===== src/rtl/shift_reg_pkg.sv =====
// Shared definitions for the universal shift register.
// Holds the operation-mode encoding used by the top and every stage.
package shift_reg_pkg;

  typedef enum logic [1:0] {
    MODE_HOLD = 2'b00,
    MODE_FWD  = 2'b01,
    MODE_REV  = 2'b10,
    MODE_LOAD = 2'b11
  } mode_t;

  function automatic logic is_shift(
    input mode_t m
  );
    return (m == MODE_FWD) ||
           (m == MODE_REV);
  endfunction

endpackage


===== src/rtl/shift_stage.sv =====
// One WIDTH-bit stage of the universal shift register.
// Ports: clk, rst_n (sync, active-low), i_sel (4-way next-value
// select: hold / fwd neighbour / rev neighbour / load),
// i_fwd, i_rev, i_load candidate values, o_q registered value.
module shift_stage
  import shift_reg_pkg::*;
#(
  parameter int WIDTH = 8
) (
  input  logic             clk,
  input  logic             rst_n,
  input  logic [1:0]       i_sel,
  input  logic [WIDTH-1:0] i_fwd,
  input  logic [WIDTH-1:0] i_rev,
  input  logic [WIDTH-1:0] i_load,
  output logic [WIDTH-1:0] o_q
);

  logic [WIDTH-1:0] r_q;
  logic [WIDTH-1:0] w_nxt;
  mode_t            w_sel;

  assign w_sel = mode_t'(i_sel);

  always_comb begin
    w_nxt = r_q;
    unique case (w_sel)
      MODE_HOLD: w_nxt = r_q;
      MODE_FWD:  w_nxt = i_fwd;
      MODE_REV:  w_nxt = i_rev;
      MODE_LOAD: w_nxt = i_load;
    endcase
  end

  always_ff @(posedge clk) begin
    if (!rst_n) begin
      r_q <= '0;
    end else begin
      r_q <= w_nxt;
    end
  end

  assign o_q = r_q;

endmodule


===== src/rtl/univ_shift_register.sv =====
// Universal shift register: DEPTH stages of WIDTH bits with
// hold / shift-forward / shift-reverse / parallel load.
// Ports: clk, rst_n (sync, active-low), mode, S_in, D, rot
// (only with SHIFT_REG_ROTATE_EN), Q, S_out_fwd, S_out_rev,
// fill_cnt, full. All outputs come straight from registers.
// Option: define SHIFT_REG_ROTATE_EN to add the rot port.
module univ_shift_register
  import shift_reg_pkg::*;
#(
  parameter int WIDTH = 8,
  parameter int DEPTH = 4,
  localparam int CW = $clog2(DEPTH + 1)
) (
  input  logic                   clk,
  input  logic                   rst_n,
  input  logic [1:0]             mode,
  input  logic [WIDTH-1:0]       S_in,
`ifdef SHIFT_REG_ROTATE_EN
  input  logic                   rot,
`endif
  input  logic [DEPTH*WIDTH-1:0] D,
  output logic [DEPTH*WIDTH-1:0] Q,
  output logic [WIDTH-1:0]       S_out_fwd,
  output logic [WIDTH-1:0]       S_out_rev,
  output logic [CW-1:0]          fill_cnt,
  output logic                   full
);

  localparam logic [CW-1:0] CNT_FULL = CW'(DEPTH);

  mode_t            w_mode;
  logic             w_rot;
  logic [WIDTH-1:0] w_fwd_in;
  logic [WIDTH-1:0] w_rev_in;
  logic [WIDTH-1:0] w_stage [DEPTH];
  logic [CW-1:0]    r_cnt;
  logic [CW-1:0]    w_cnt_nxt;
  logic             r_full;

  assign w_mode = mode_t'(mode);

`ifdef SHIFT_REG_ROTATE_EN
  assign w_rot = rot;
`else
  assign w_rot = 1'b0;
`endif

  // Entry values for each direction; a rotate
  // recirculates the stage that is about to leave.
  assign w_fwd_in = w_rot ? w_stage[DEPTH-1] : S_in;
  assign w_rev_in = w_rot ? w_stage[0] : S_in;

  for (genvar k = 0; k < DEPTH; k++) begin : g_stage
    logic [WIDTH-1:0] w_fwd_nb;
    logic [WIDTH-1:0] w_rev_nb;

    if (k == 0) begin : g_fwd_entry
      assign w_fwd_nb = w_fwd_in;
    end else begin : g_fwd_chain
      assign w_fwd_nb = w_stage[k-1];
    end

    if (k == DEPTH - 1) begin : g_rev_entry
      assign w_rev_nb = w_rev_in;
    end else begin : g_rev_chain
      assign w_rev_nb = w_stage[k+1];
    end

    shift_stage #(
      .WIDTH(WIDTH)
    ) u_stage (
      .clk    (clk),
      .rst_n  (rst_n),
      .i_sel  (mode),
      .i_fwd  (w_fwd_nb),
      .i_rev  (w_rev_nb),
      .i_load (D[k*WIDTH +: WIDTH]),
      .o_q    (w_stage[k])
    );

    assign Q[k*WIDTH +: WIDTH] = w_stage[k];
  end

  // Fill count: saturating on plain shifts, unchanged
  // on a rotate, forced to DEPTH on a load.
  always_comb begin
    w_cnt_nxt = r_cnt;
    unique case (w_mode)
      MODE_HOLD: begin
        w_cnt_nxt = r_cnt;
      end
      MODE_FWD,
      MODE_REV: begin
        if (!w_rot && (r_cnt != CNT_FULL)) begin
          w_cnt_nxt = r_cnt + 1'b1;
        end
      end
      MODE_LOAD: begin
        w_cnt_nxt = CNT_FULL;
      end
    endcase
  end

  // full is registered from the next count so it
  // stays a pure register output.
  always_ff @(posedge clk) begin
    if (!rst_n) begin
      r_cnt  <= '0;
      r_full <= 1'b0;
    end else begin
      r_cnt  <= w_cnt_nxt;
      r_full <= (w_cnt_nxt == CNT_FULL);
    end
  end

  assign S_out_fwd = w_stage[DEPTH-1];
  assign S_out_rev = w_stage[0];
  assign fill_cnt  = r_cnt;
  assign full      = r_full;

endmodule

===== config.mk =====
export PLATFORM = sky130hd
export DESIGN_NAME = univ_shift_register
export DESIGN_NICKNAME = d
export VERILOG_FILES = /design/src/rtl/shift_reg_pkg.sv /design/src/rtl/shift_stage.sv /design/src/rtl/univ_shift_register.sv
export SDC_FILE = /design/constraint.sdc
export NUM_CORES = 1
export LEC_CHECK = 0
export ABC_AREA = 0
export ABC_CLOCK_PERIOD_IN_PS = 1500
export CAP_MARGIN = 20
export CELL_PAD_IN_SITES_DETAIL_PLACEMENT = 1
export CELL_PAD_IN_SITES_GLOBAL_PLACEMENT = 1
export CORE_MARGIN = 2
export CORE_UTILIZATION = 27
export CTS_CLUSTER_DIAMETER = 40
export DETAILED_ROUTE_END_ITERATION = 6
export PLACE_DENSITY_LB_ADDON = 0.12
export SLEW_MARGIN = 25
export SYNTH_ARGS = -nofsm -noshare
export SYNTH_HDL_FRONTEND = slang
export SYNTH_HIERARCHICAL = 1
export SYNTH_SLANG_ARGS = --single-unit

===== constraint.sdc =====
create_clock -name clk -period 1.5 [get_ports clk]
set_clock_uncertainty 0.1 [all_clocks]
set_input_delay 0.375 -clock clk [delete_from_list [all_inputs] [get_ports clk]]
set_output_delay 0.375 -clock clk [all_outputs]
set_load 0.01 [all_outputs]

# Yosys cells after proc, flatten, opt, wreduce, memory -nomap -nowiden
# Index checks and enable logic that the tools add are counted.
# W data, S select, Z words.
dict set report classes {
  eq_ne 5
  n_reduce_logical 2
  n_mux 6
  add_sub_neg 1
}
# cell count
set ops {}
lappend ops {{$pmux W8 S3} 4}
lappend ops {{$pmux W3 S3} 1}
lappend ops {{$eq A2 B2 Y1 const B} 2}
lappend ops {{$add A3 B1 Y3 const B} 1}
lappend ops {{$eq A3 B3 Y1 const B} 1}
lappend ops {{$mux W3} 1}
lappend ops {{$ne A3 B3 Y1 const B} 1}
lappend ops {{$eq A2 B1 Y1 const B} 1}
lappend ops {{$logic_not A2 Y1} 1}
lappend ops {{$reduce_or A2 Y1} 1}
dict set report word_totals {
  inputBits 44
  reg_bits 36
  word_cells 20
}

# Logic depth before layout (Yosys ltp)
# Gate-level depths: netlist of the first run.
dict set report depth {
  depth_word 4
  mapped_depth 6
}

# By module
# Netlist of the first run, hierarchy kept.
# module n_inst cells_each area_each_um2 seq_area_each_um2
set by_module_without_submodules {}
lappend by_module_without_submodules {shift_stage 4 37 415.4 160.2}
lappend by_module_without_submodules {univ_shift_register 1 43 364.1 80.1}

# Worst setup path before layout of the first run
# OpenSTA, ideal clock, no wires.
dict set report synth_path {
  kind {register -> register}
  startpoint {register r_cnt[0] (netlist: fill_cnt[0])}
  endpoint {register r_full (netlist: full)}
  slack_ps 60
  path_buffers 0
  required_time_ps 1340
  stages_incl_launch_ff 6
  t_arrival_ps 1280
  period_less_slack_ps 1440
  path_cell_list {dfxtp_1 > inv_1 > ha_1 > a31o_1 > a2bb2oi_1 > o2111a_1}
}
dict set report synth_via {
  elab_chain_len 4
  elab_cells_between_ends 5
  classes_between {1 x add/sub; 2 x eq/ne; 2 x mux}
}
# element line
set synth_rtl {}
lappend synth_rtl {{from (decl)} univ_shift_register.sv:36} ;# logic [CW-1:0] r_cnt;
lappend synth_rtl {{from (signal assigned)} univ_shift_register.sv:111} ;# r_cnt <= w_cnt_nxt;
lappend synth_rtl {{$add A3 B1 Y3 / $ne A3 B3 Y1 (equally long branches)} {univ_shift_register.sv:95, univ_shift_register.sv:94}}
lappend synth_rtl {{$mux W3} univ_shift_register.sv:94} ;# if (!w_rot && (r_cnt != CNT_FULL)) begin
lappend synth_rtl {{$pmux W3 S3 *} univ_shift_register.sv:88} ;# unique case (w_mode)
lappend synth_rtl {{$eq A3 B3 Y1 *} univ_shift_register.sv:112} ;# r_full <= (w_cnt_nxt == CNT_FULL);
lappend synth_rtl {{to (signal assigned)} univ_shift_register.sv:112}
lappend synth_rtl {{to (decl)} univ_shift_register.sv:38} ;# logic r_full;
# Every way passes the cells marked *; elsewhere a longest branch is shown, timed or not.
# A chain may end at the register's enable or synchronous reset.

# Final worst setup path of the first run
dict set report layout_path {
  startpoint {register g_stage[3].u_stage.r_q[5]}
  endpoint {output port S_out_fwd[5]}
}
# element line
set layout_lines {}
lappend layout_lines {{from (decl)} shift_stage.sv:19} ;# logic [WIDTH-1:0] r_q;
lappend layout_lines {{from (signal assigned)} shift_stage.sv:39} ;# r_q <= w_nxt;
lappend layout_lines {{to (decl)} univ_shift_register.sv:23} ;# output logic [WIDTH-1:0] S_out_fwd,
# No word-level cell between the ends.

==> impl_metrics.json, run 1 <==
{
  "ant_nets": 0,
  "synth_edf_count": 0,
  "ir_drop_uv": 308,
  "synth.area.top_cells": "dfxtp_1, mux2i_1, o22ai_1, buf_4, buf_12",
  "final_nets": 340,
  "vias_per_cell": 4.70,
  "cp.arrival_ps": 970,
  "grt_max_degree": 47,
  "critPathCaptureType": "output pin",
  "postCtsHoldBufs": 0,
  "avgSynthCellArea_um2": 10.6,
  "syn_area_mm2": 0.00203,
  "crit_path_top_delay_cell": "dfxtp_1",
  "antenna_found_initial": 0,
  "cts_tree": "done",
  "cts_buffer_depth": 2,
  "cts.sinks": 36,
  "cts_inserted_buffers": 5,
  "num-fill-cells": 853,
  "path_clk_slew_ps": 70,
  "leakage_uw": 0.00153,
  "layout.cells.non_filler": 389,
  "clockRootBuffer": "clkbuf_8",
  "synth-seq-cells": 36,
  "ys_warn_count": 6,
  "switchingPower_uw": 661,
  "drtPass1Iterations": 4,
  "hpwl_um": 5070,
  "syn2layout_area_growth_pct": 52.0,
  "pin_count": 96,
  "drive_gt1_share_pct": 13.1,
  "internal_power_uw": 1690,
  "finalSetupTns_ps": 0,
  "path_buf_inv": 1,
  "netlist.area_leader.share_pct": 35.6,
  "rows": 31,
  "crit_chain": "dlygate4sd2_1",
  "ys_top_cells_by_count": "mux2i_1, dfxtp_1, o22ai_1",
  "dieHeight_um": 90.6,
  "place_congestion": 0.721,
  "worstMarginPinSlew_ps": 347,
  "hold-worst-slack_ps": 455,
  "grt_setup_unrepaired": "no",
  "synth_fp_nets": 239,
  "slew_headroom_pct": 76.9,
  "slowest_delay_ps": 390,
  "insertion_delay_ps": 280,
  "crit_fanout": 4,
  "cts_max_level": 2,
  "fmax_ghz": 0.692,
  "fp.dieW_um": 90.6,
  "grt.total_usage_pct": 15.8,
  "placed_cells": 384,
  "cp.required_ps": 1020,
  "worstHoldPathCells": 4,
  "gr-total-overflow": 0,
  "grt_pass1_wl_um": 10300,
  "rr_worst_depth": 6,
  "drv_slew": 0,
  "core_area_mm2": 0.00725,
  "diodes": 0,
  "finalSetupViolCount": 0,
  "drt_iter0_drc": 34,
  "power_frac_comb_pct": 27.9,
  "syn_inst": 191,
  "grt_pass1_vias": 2029,
  "fin_crit_ps": 1450,
  "dieArea_mm2": 0.00821,
  "cap_viol_max_count": 0,
  "critPathKind": "reg -> out",
  "critPathLaunchType": "flip-flop",
  "wl_per_cell_um": 16.6,
  "ys_async_sr_fraction_pct": 0,
  "totalWireLength_um": 6440,
  "fin_crit_sh_pct": 96.4,
  "synth_most_common_cell": "mux2i_1",
  "synth_largest_area_cell": "dfxtp_1",
  "via_count": 1827,
  "route.detailed.drc": 0,
  "cp_top_family": "flip-flops",
  "outcome": "finished clean",
  "ys_seq_area_share_pct": 35.6,
  "critical_path_depth": 1,
  "place.port_buffers": 95,
  "finalHoldViolations": 0,
  "synth_cell_types": 22,
  "hold_class": "in -> reg",
  "p_sw_share_pct": 28.1,
  "synth_top_flop_cell": "dfxtp_1",
  "initial_utilization_pct": 27.9,
  "pwr-share-clk_pct": 26.4,
  "p_seq_share_pct": 45.6,
  "power.density_mw_per_mm2": 763
}
-- power groups by stage --
stage               clock network [µW]  logic, µW  registers (µW)
floorplan                            0        323            1120
global placement                     0        708            1100
detailed placement                   0        718            1100
CTS                                654        666            1080
global route                       692        712            1080
finish                             621        657            1070
-- through the flow --
step | setup slack [ps] | instance area, µm² | utilization, % | total power [µW]
after CTS | 37.4 | 3080 | 42.4 | 2400
after global placement | -497 | 3050 | 42.1 | 1810
final | 54.6 | 3080 | 42.5 | 2350
after floorplan | 60.3 | 2030 | - | 1450
after global routing | 6.24 | 3080 | 42.5 | 2490
after detailed placement | -594 | 3050 | 42.1 | 1820
-- flip-flops by register name (all words and copies together) (netlist names) --
name	flops
g_stage.u_stage/o_q	32
full	1
fill_cnt	3
-- placed cells by master, fill, tap and decap left out, drive strengths merged --
cell	n
a2bb2oi	1
a31o	1
a31oi	1
and2	1
buf	28
clkbuf	5
clkdlybuf4s50	41
dfxtp	36
dlygate4sd2	53
ha	4
inv	6
mux2i	64
nand2	6
nand2b	4
nand3b	1
nor2b	1
o2111a	1
o21ai	2
o22ai	32
o311a	1
or2b	1
-- final timing paths --
path | from | end | slack (ps)
hold reg to reg | fill_cnt[1] | fill_cnt[1] | 470
setup reg to reg | fill_cnt[0] | full | 70
hold / removal | mode[0] | g_stage[1].u_stage/o_q[7] | 450
setup / recovery | g_stage[3].u_stage/o_q[5] | S_out_fwd[5] | 50
-- cell type report --
type | instances | area (µm²) | share of cell area [%]
Timing Repair Buffer | 122 | 1100 | 35.6
Sequential cell | 36 | 726 | 23.6
Inverter | 6 | 22.5 | 0.731
Tap cell | 99 | 124 | 4.02
Clock buffer | 5 | 68.8 | 2.23
Multi-Input combinational cell | 121 | 1040 | 33.8
-- cell families (layout without fill, tap and decap cells) --
family | Yosys count | count (layout) | synth area share, %
muxes | 64 | 64 | 31.6
adders and majority gates | 4 | 4 | 2.47
buffers and inverters | 34 | 133 | 14.0
DFF | 36 | 36 | 35.6
and+or+nand+nor | 14 | 14 | 3.77
AOI/OAI and AO/OA | 39 | 39 | 12.6
-- metal layers --
metal	vias to the layer above	share of wire [%]	GRT usage (%)
met5	-	0	0
met4	0	0.87	3.46
met3	6	6.1	4.59
met2	59	53	29.7
met1	875	40	17.4
li1	887	-	-
-- repair_timing --
| action | in CTS | in global routing |
|---|---|---|
| endpoints found under the setup margin | 56 | 2 |
| pin swaps | 0 | 1 |
| gates resized for setup | 57 | 1 |
| setup buffers | 0 | 0 |
Note: power is estimated with default switching activity, not from simulation.
==> inputs of run 2 (changes only) <==
--- a/config.mk
+++ b/config.mk
@@ -6,15 +6,15 @@
 export NUM_CORES = 1
 export LEC_CHECK = 0
 export ABC_AREA = 0
-export ABC_CLOCK_PERIOD_IN_PS = 1500
+export ABC_CLOCK_PERIOD_IN_PS = 1800
 export CAP_MARGIN = 20
 export CELL_PAD_IN_SITES_DETAIL_PLACEMENT = 1
 export CELL_PAD_IN_SITES_GLOBAL_PLACEMENT = 1
 export CORE_MARGIN = 2
-export CORE_UTILIZATION = 27
+export CORE_UTILIZATION = 33
 export CTS_CLUSTER_DIAMETER = 40
 export DETAILED_ROUTE_END_ITERATION = 6
-export PLACE_DENSITY_LB_ADDON = 0.12
+export PLACE_DENSITY_LB_ADDON = 0.1
 export SLEW_MARGIN = 25
 export SYNTH_ARGS = -nofsm -noshare
 export SYNTH_HDL_FRONTEND = slang
==> constraint.sdc (replaced) <==
create_clock -name clk -period 1.8 [get_ports clk]
set_clock_uncertainty 0.1 [all_clocks]
set_input_delay 0.45 -clock clk [delete_from_list [all_inputs] [get_ports clk]]
set_output_delay 0.45 -clock clk [all_outputs]
set_load 0.01 [all_outputs]
==> run 2 against run 1 <==
Cell count down 9.0%. First-iteration DRC count up 130%. Count of clock-buffer cells in the layout up 2. Largest power group unchanged.
==> impl_metrics.json, run 2 (synthesis results as in run 1) <==
{
  "initial_utilization_pct": 34.2,
  "place_congestion": 0.763,
  "hold_class": "reg -> reg",
  "cts_max_level": 2,
  "layout.cells.non_filler": 354,
  "pin_count": 96,
  "power.density_mw_per_mm2": 664,
  "cp_top_family": "buffers and inverters",
  "outcome": "finished clean",
  "finalSetupViolCount": 0,
  "grt_pass1_wl_um": 8990,
  "cp.arrival_ps": 1210,
  "register_area_um2": 736,
  "drt_iter0_drc": 78,
  "crit_fanout": 4,
  "fmax_ghz": 0.569,
  "slowest_delay_ps": 540,
  "cap_viol_max_count": 0,
  "cts_tree": "done",
  "insertion_delay_ps": 290,
  "dp_slack_ps": -323,
  "critPathKind": "reg -> out",
  "cts.sinks": 36,
  "hpwl_um": 4560,
  "via_count": 1788,
  "cp.required_ps": 1250,
  "cts_buffer_depth": 2,
  "holdPathEnd": "fill_cnt[1]",
  "leakage_uw": 0.00182,
  "critPathCaptureType": "output pin",
  "worst_slack_ps": 43.9,
  "fin_crit_sh_pct": 97.6,
  "ant_nets": 0,
  "grt.total_usage_pct": 17.8,
  "path_buf_inv": 1,
  "layout_common_cells": "mux2i_1, clkdlybuf4s50_1, o22ai_1, dlymetal6s2s_1, dfxtp_1",
  "postCtsHoldBufs": 0,
  "syn2layout_area_growth_pct": 53.4,
  "worstHoldPathCells": 2,
  "placed_cells": 347,
  "critical_path_depth": 1,
  "crit_path_top_delay_cell": "clkdlybuf4s50_1",
  "route.detailed.drc": 0,
  "path_clk_slew_ps": 70,
  "hp-start": "fill_cnt[1]",
  "drv_slew": 0,
  "r2r_setup_slack_ps": 370,
  "num-fill-cells": 662,
  "core_area_mm2": 0.00592,
  "antenna_found_initial": 0,
  "final_nets": 327,
  "cts_inserted_buffers": 5,
  "drive_gt1_share_pct": 12.9,
  "fin_crit_ps": 1760,
  "critPathLaunchType": "flip-flop",
  "final_common_cell": "mux2i_1",
  "wl_per_cell_um": 16.8,
  "vias_per_cell": 5.05,
  "fp.dieW_um": 82.4,
  "multi_input_area_mm2": 0.00103,
  "place.port_buffers": 95,
  "dieArea_mm2": 0.00678,
  "grt_pass1_vias": 1802,
  "largest_reg_flops": 32,
  "crit_chain": "clkdlybuf4s50_1",
  "grt_max_degree": 45,
  "reg2reg_to": "full",
  "rows": 28,
  "rr_worst_depth": 6,
  "ir_drop_uv": 300,
  "finalHoldViolations": 0,
  "fin_util_pct": 52.5,
  "rr_startpoint": "fill_cnt[0]",
  "clockRootBuffer": "clkbuf_8",
  "totalWireLength_um": 5950,
  "drtPass1Iterations": 4,
  "dieHeight_um": 82.4,
  "worstMarginPinSlew_ps": 324,
  "grt_setup_unrepaired": "no",
  "total_power_uw": 2060,
  "finalSetupTns_ps": 0,
  "gr-total-overflow": 0,
  "slew_headroom_pct": 78.4,
  "diodes": 0
}
run 2: routing by layer:
metal  global-route usage (%)  vias up  routed length [µm]
met2                     29.6       65                2950
met1                     22.0      847                2510
met4                     5.50        0                  57
met3                     5.54        7                 437
li1                         -      869                   -
met5                        0        -                   0
run 2: timing repair:
item	4_1_cts	5_1_grt
resized for setup	23	34
pin swaps	0	1
setup endpoints to repair	24	36
setup buffers	0	0
endpoints found under the hold margin	0	0
run 2: area by class of cell:
cell class / count / area share [%]
Multi-Input combinational cell: 121 / 33.1
Tap cell: 75 / 3.02
Inverter: 6 / 0.725
Clock buffer: 7 / 3.10
Sequential cell: 36 / 23.7
Timing Repair Buffer: 109 / 36.4
run 2: how the worst max path moves through the flow:
stage | start | end | slack [ps]
final | g_stage[3].u_stage/o_q[6] | S_out_fwd[6] | 40
after global routing | g_stage[1].u_stage/o_q[1] | Q[9] | 2
after CTS | g_stage[0].u_stage/o_q[5] | Q[5] | 0.7
after detailed placement | mode[1] | full | -320
after global placement | mode[1] | full | -290
after floorplan | mode[0] | full | 290
run 2: metrics by stage:
step / hold slack, ps / cell area, µm²
final: 466 / 3110
after global routing: 505 / 3110
after CTS: 479 / 3030
after detailed placement: 485 / 2930
after global placement: 471 / 2930
after floorplan: 472 / 2030
run 2: power breakdown:
group | leakage, µW | internal [µW] | switching [µW]
combinational | 0.00147 | 313 | 216
clock | 0.0000503 | 341 | 284
sequential | 0.000301 | 854 | 57.0
total | 0.00182 | 1510 | 557
